$ cat config.mk
export PLATFORM = sky130hd
export DESIGN_NAME = output_collector
export DESIGN_NICKNAME = d
export VERILOG_FILES = /design/src/rtl/output_collector_pkg.sv /design/src/rtl/output_fifo.sv /design/src/rtl/output_collector.sv
export SDC_FILE = /design/constraint.sdc
export NUM_CORES = 1
export LEC_CHECK = 0
export BUFFER_PORTS_ARGS = -buffer_cell sky130_fd_sc_hd__buf_2
export CAP_MARGIN = 30
export CORE_AREA = 8 8 104 68
export DETAILED_ROUTE_END_ITERATION = 16
export DIE_AREA = 0 0 112 76
export PLACE_DENSITY_LB_ADDON = 0.1
export SLEW_MARGIN = 20
export SYNTH_ARGS = -nofsm -noshare
export SYNTH_HDL_FRONTEND = slang
export SYNTH_HIERARCHICAL = 1
export SYNTH_SLANG_ARGS = --single-unit
$ cat constraint.sdc
create_clock -name clk -period 3 [get_ports clk]
set_input_delay 0.15 -clock clk [delete_from_list [all_inputs] [get_ports clk]]
set_output_delay 0.15 -clock clk [all_outputs]
set_load 0.005 [all_outputs]
$ cat src/rtl/output_collector_pkg.sv
// Shared decoder constants: lane count, decoded byte width, fill latency
// and the input-side symbol width used by the parallel decoder lanes.
package output_collector_pkg;
  localparam int LANES    = 8;
  localparam int BYTE_W   = 8;
  localparam int SYM_W    = 2;
  localparam int FILL_LAT = LANES - 1;
  localparam int FILL_W   = $clog2(LANES);

  // Lane k (1-based) is delayed so that every lane lines up with lane LANES.
  function automatic int lane_delay(input int k);
    return LANES - k;
  endfunction
endpackage

$ cat src/rtl/output_fifo.sv
// Output word buffer: circular storage with an occupancy count, sticky
// overflow on a dropped push, and a zero data_out while empty.
module output_fifo #(
  parameter int OUT_DEPTH = 4,
  parameter int WIDTH     = 8
) (
  input  logic             clk,
  input  logic             rst,
  input  logic             push,
  input  logic [WIDTH-1:0] push_data,
  input  logic             pop_req,
  output logic [WIDTH-1:0] data_out,
  output logic             out_valid,
  output logic             overflow
);
  localparam int PTR_W = $clog2(OUT_DEPTH);
  localparam int CNT_W = PTR_W + 1;

  logic [WIDTH-1:0] mem_q [OUT_DEPTH];
  logic [WIDTH-1:0] mem_d [OUT_DEPTH];
  logic [PTR_W-1:0] wr_ptr_q, wr_ptr_d, rd_ptr_q, rd_ptr_d;
  logic [CNT_W-1:0] count_q, count_d;
  logic             overflow_q, overflow_d;
  logic             full, empty, do_pop, do_push;

  always_comb begin
    full       = (count_q == CNT_W'(OUT_DEPTH));
    empty      = (count_q == '0);
    do_pop     = pop_req && !empty;
    // A pop in the same cycle frees the slot a full buffer would otherwise refuse.
    do_push    = push && (!full || do_pop);
    mem_d      = mem_q;
    wr_ptr_d   = wr_ptr_q;
    rd_ptr_d   = rd_ptr_q;
    count_d    = count_q;
    overflow_d = overflow_q || (push && !do_push);
    if (do_push) begin
      mem_d[wr_ptr_q] = push_data;
      wr_ptr_d        = wr_ptr_q + PTR_W'(1);
    end
    if (do_pop) begin
      rd_ptr_d = rd_ptr_q + PTR_W'(1);
    end
    if (do_push && !do_pop) begin
      count_d = count_q + CNT_W'(1);
    end else if (do_pop && !do_push) begin
      count_d = count_q - CNT_W'(1);
    end
  end

  always_ff @(posedge clk) begin
    mem_q <= mem_d;
    if (!rst) begin
      wr_ptr_q   <= '0;
      rd_ptr_q   <= '0;
      count_q    <= '0;
      overflow_q <= 1'b0;
    end else begin
      wr_ptr_q   <= wr_ptr_d;
      rd_ptr_q   <= rd_ptr_d;
      count_q    <= count_d;
      overflow_q <= overflow_d;
    end
  end

  assign out_valid = !empty;
  assign data_out  = empty ? '0 : mem_q[rd_ptr_q];
  assign overflow  = overflow_q;
endmodule

$ cat src/rtl/output_collector.sv
// Deskews the eight skewed decoder lanes back into bytes and queues the
// completed bytes for a ready/valid consumer.
module output_collector
  import output_collector_pkg::*;
#(
  parameter int OUT_DEPTH = 4
) (
  input  logic       clk,
  input  logic       rst,
  input  logic       in_valid,
  input  logic       dec_bit_1,
  input  logic       dec_bit_2,
  input  logic       dec_bit_3,
  input  logic       dec_bit_4,
  input  logic       dec_bit_5,
  input  logic       dec_bit_6,
  input  logic       dec_bit_7,
  input  logic       dec_bit_8,
  output logic [7:0] data_out,
  output logic       out_valid,
  input  logic       out_ready,
  output logic       overflow
);
  logic [LANES-1:0]  lanes;
  logic [BYTE_W-1:0] deskew;
  logic [FILL_W-1:0] fill_q, fill_d;
  logic              push;

  assign lanes = {dec_bit_8, dec_bit_7, dec_bit_6, dec_bit_5,
                  dec_bit_4, dec_bit_3, dec_bit_2, dec_bit_1};

  // Lane g+1 runs through a shift register of LANES-(g+1) beats; lane LANES is used directly.
  for (genvar g = 0; g < LANES - 1; g++) begin : g_lane
    localparam int LEN = lane_delay(g + 1);
    logic [LEN-1:0] sr_q, sr_d;

    always_comb begin
      sr_d = sr_q;
      if (in_valid) begin
        sr_d[0] = lanes[g];
        for (int j = 1; j < LEN; j++) begin
          sr_d[j] = sr_q[j-1];
        end
      end
    end

    always_ff @(posedge clk) begin
      if (!rst) begin
        sr_q <= '0;
      end else begin
        sr_q <= sr_d;
      end
    end

    assign deskew[g] = sr_q[LEN-1];
  end
  assign deskew[LANES-1] = lanes[LANES-1];

  always_comb begin
    fill_d = fill_q;
    if (in_valid && fill_q != FILL_W'(FILL_LAT)) begin
      fill_d = fill_q + FILL_W'(1);
    end
  end

  always_ff @(posedge clk) begin
    if (!rst) begin
      fill_q <= '0;
    end else begin
      fill_q <= fill_d;
    end
  end

  // Beats before the pipeline has filled carry only partial words.
  assign push = in_valid && (fill_q == FILL_W'(FILL_LAT));

  output_fifo #(
    .OUT_DEPTH (OUT_DEPTH),
    .WIDTH     (BYTE_W)
  ) u_fifo (
    .clk       (clk),
    .rst       (rst),
    .push      (push),
    .push_data (deskew),
    .pop_req   (out_ready),
    .data_out  (data_out),
    .out_valid (out_valid),
    .overflow  (overflow)
  );
endmodule

==> results.cfg <==
[yosys]
yosys.area_share.simple = 0.1308
yosys.area.top_type_share = 0.3282
ys_ff_latch = 71
ys_warn_count = 6
synth_compound_area_frac = 0.01624
synth_top_flop_cell = dfxtp_1
syn_inst = 208
synth_xor_area_frac = 0.008974
yosysTopAreaCell = edfxtp_1
synthDistinctLibCells = 28
synth_edf_count = 32
syn_area_per_cell_um2 = 14.08
postSynth.asyncResetShare = 0
synthAdderAreaFrac = 0.03675
ys_seq_area_frac = 0.5949
synth_mux_area_frac = 0.1744
synth_common_cells = dfxtp_1, nor2b_1, mux2i_1
synth_top_family_by_area = multiplexers
syn_nets = 228
yosys-top-cells-area = edfxtp_1, dfxtp_1, mux2i_1, nor2b_1, mux4_2
syn_area_um2 = 2928

[timing]
drv_slew = 0
finalCriticalPeriod_ns = 2.514
slew_headroom = 0.5585
tns_ns = 0
hold_slack_ns = 0.04120
tightest_slew_ns = 0.6613
worst_slack_ns = 0.4859
hold_violations = 0
fmax_mhz = 397.8
setup_viol = 0
skew_ns = 0.005677
period_share = 0.8380
rsz0062_at_grt = no

[placement]
pre_cts_slack_ns = 0.5429
place.port_buffers = 21
placed_cell_area_um2 = 3049
gp_congestion = 0.6748
dpl.hpwl_mm = 3.119
dp.cells = 292

[worst_hold_path]
hp-class = input pin to flip-flop

[cells_and_area]
fin_util = 0.5736
fillers = 457
seq_area_um2 = 1742
multiInputGateArea_um2 = 1075
fin_area_um2 = 3284
final_cells = 308
area_delta_synth_final_pct = 12.18
final_nets = 251
drive_gt1_frac = 0.2119
diodes = 0

[clock_network]
ctsHtreeMaxLevel = 3
clk_path_buf_depth = 2
cts_hold_buf = 0
clock_latency_ns = 0.33
ctsResizeCount = 0
path_clk_slew_ns = 0.07
clock-sinks = 71
numCtsBuffers = 9
post-cts-setup-buffer-count = 0
cts_tree = done
cts_root_buf = clkbuf_8

[status]
outcome = complete, no violations

[job]
drv_cap = 0

[route]
first_iter_violations = 46
vias_per_cell = 5.130
firstDrtPassIters = 4
antenna_left = 0
drc = 0
vias = 1580
routed_wl_mm = 4.624
wl_per_cell_um = 15.01

[worst_setup_path]
path_class = flip-flop to flip-flop
crit_required_ns = 3.24
r2r_slack_ns = 0.49
worstSetupStartpointType = flip-flop
end_kind = flip-flop
crit_fanout = 3
worstPathArrival_ns = 2.76

[global_routing]
gr-usage-met1 = 0.1381
grt.overflow.total = 0
grtUsageMet2 = 0.1969
grt_pass1_vias = 1685
grt_pass1_wl_mm = 8.017
gr-max-usage-layer = met2
grt_max_degree = 45
grtUsageMet3 = 0.05142
grt_usage = 0.1210
antenna_found_initial = 0

[die]
pin_count = 22
num_rows = 22
dieArea_um2 = 8512
fp.dieH_um = 76
initial_core_util = 0.5114
fp.dieW_um = 112
core_um2 = 5725

[pwr]
ir_worst_vdd_uv = 416.4
power_mw = 2.522
powerDensity_nw_per_um2 = 767.8
p_leak_nw = 1.276
==> power breakdown <==
part | switching, mW | internal [mW]
Combinational | 0.232 | 0.284
Sequential | 0.0821 | 1.05
Clock | 0.332 | 0.546
==> routing by layer <==
layer / routed length (um) / vias to the layer above
li1: - / 773
met1: 2093 / 771
met2: 2234 / 28
met3: 230 / 8
met4: 65 / 0
met5: 0 / -
==> cells in the final DEF (no fill, tap or decap) <==
cell	instances
nor2b_1	39
dfxtp_1	39
mux2i_1	33
edfxtp_1	32
buf_2	21
nand2_1	10
clkbuf_8	9
mux4_2	8
and2_1	7
ha_1	7
inv_1	4
bufinv_16	3
buf_4	3
o21ai_1	2
clkinv_2	2
xnor2_1	2
or3_1	2
nor2b_4	1
nand4bb_1	1
clkinvlp_4	1
clkinv_1	1
nor4b_2	1
nor3_1	1
o31ai_2	1
a21boi_1	1
xor2_1	1
o21ai_0	1
a21boi_0	1
a21oi_1	1
fa_1	1
==> cell type report <==
class                           instances  area share
Inverter                                4    0.004571
Multi-Input combinational cell        121      0.3272
Clock buffer                            9     0.03771
Clock inverter                          7     0.03390
Tap cell                               72     0.02743
Sequential cell                        71      0.5303
Timing Repair Buffer                   24     0.03886
==> kinds of logic after synthesis <==
logic type	count (synthesis)
flops	71
compound gates	7
fa+ha+maj	8
buf+inv	16
mux	41
simple gates	62
xor+xnor	3
==> registers in the layout, summed over array words and instances, names as in the netlist <==
| name | flops |
|---|---|
| fill_q | 3 |
| g_lane.sr_q | 28 |
| u_fifo/count_q | 3 |
| u_fifo/mem_q | 32 |
| u_fifo/overflow | 1 |
| u_fifo/rd_ptr_q | 2 |
| u_fifo/wr_ptr_q | 2 |
==> final timing paths <==
path	start	cells after the start	to
max reg2reg	fill_q[0]	10	u_fifo/count_q[2]
min reg2reg	fill_q[2]	2	fill_q[2]
max	fill_q[0]	10	u_fifo/count_q[2]
min	dec_bit_8	1	u_fifo/mem_q[31]
==> critical path, stage by stage, from the launching register on <==
cell      delay [ns]
dfxtp_1         0.36
ha_1            0.17
ha_1            0.25
and2_1          0.17
nor2b_1         0.19
ha_1            0.20
inv_1           0.06
fa_1            0.37
xor2_1          0.16
or3_1           0.30
a21boi_0        0.21
Note: power is estimated with default switching activity, not from simulation.
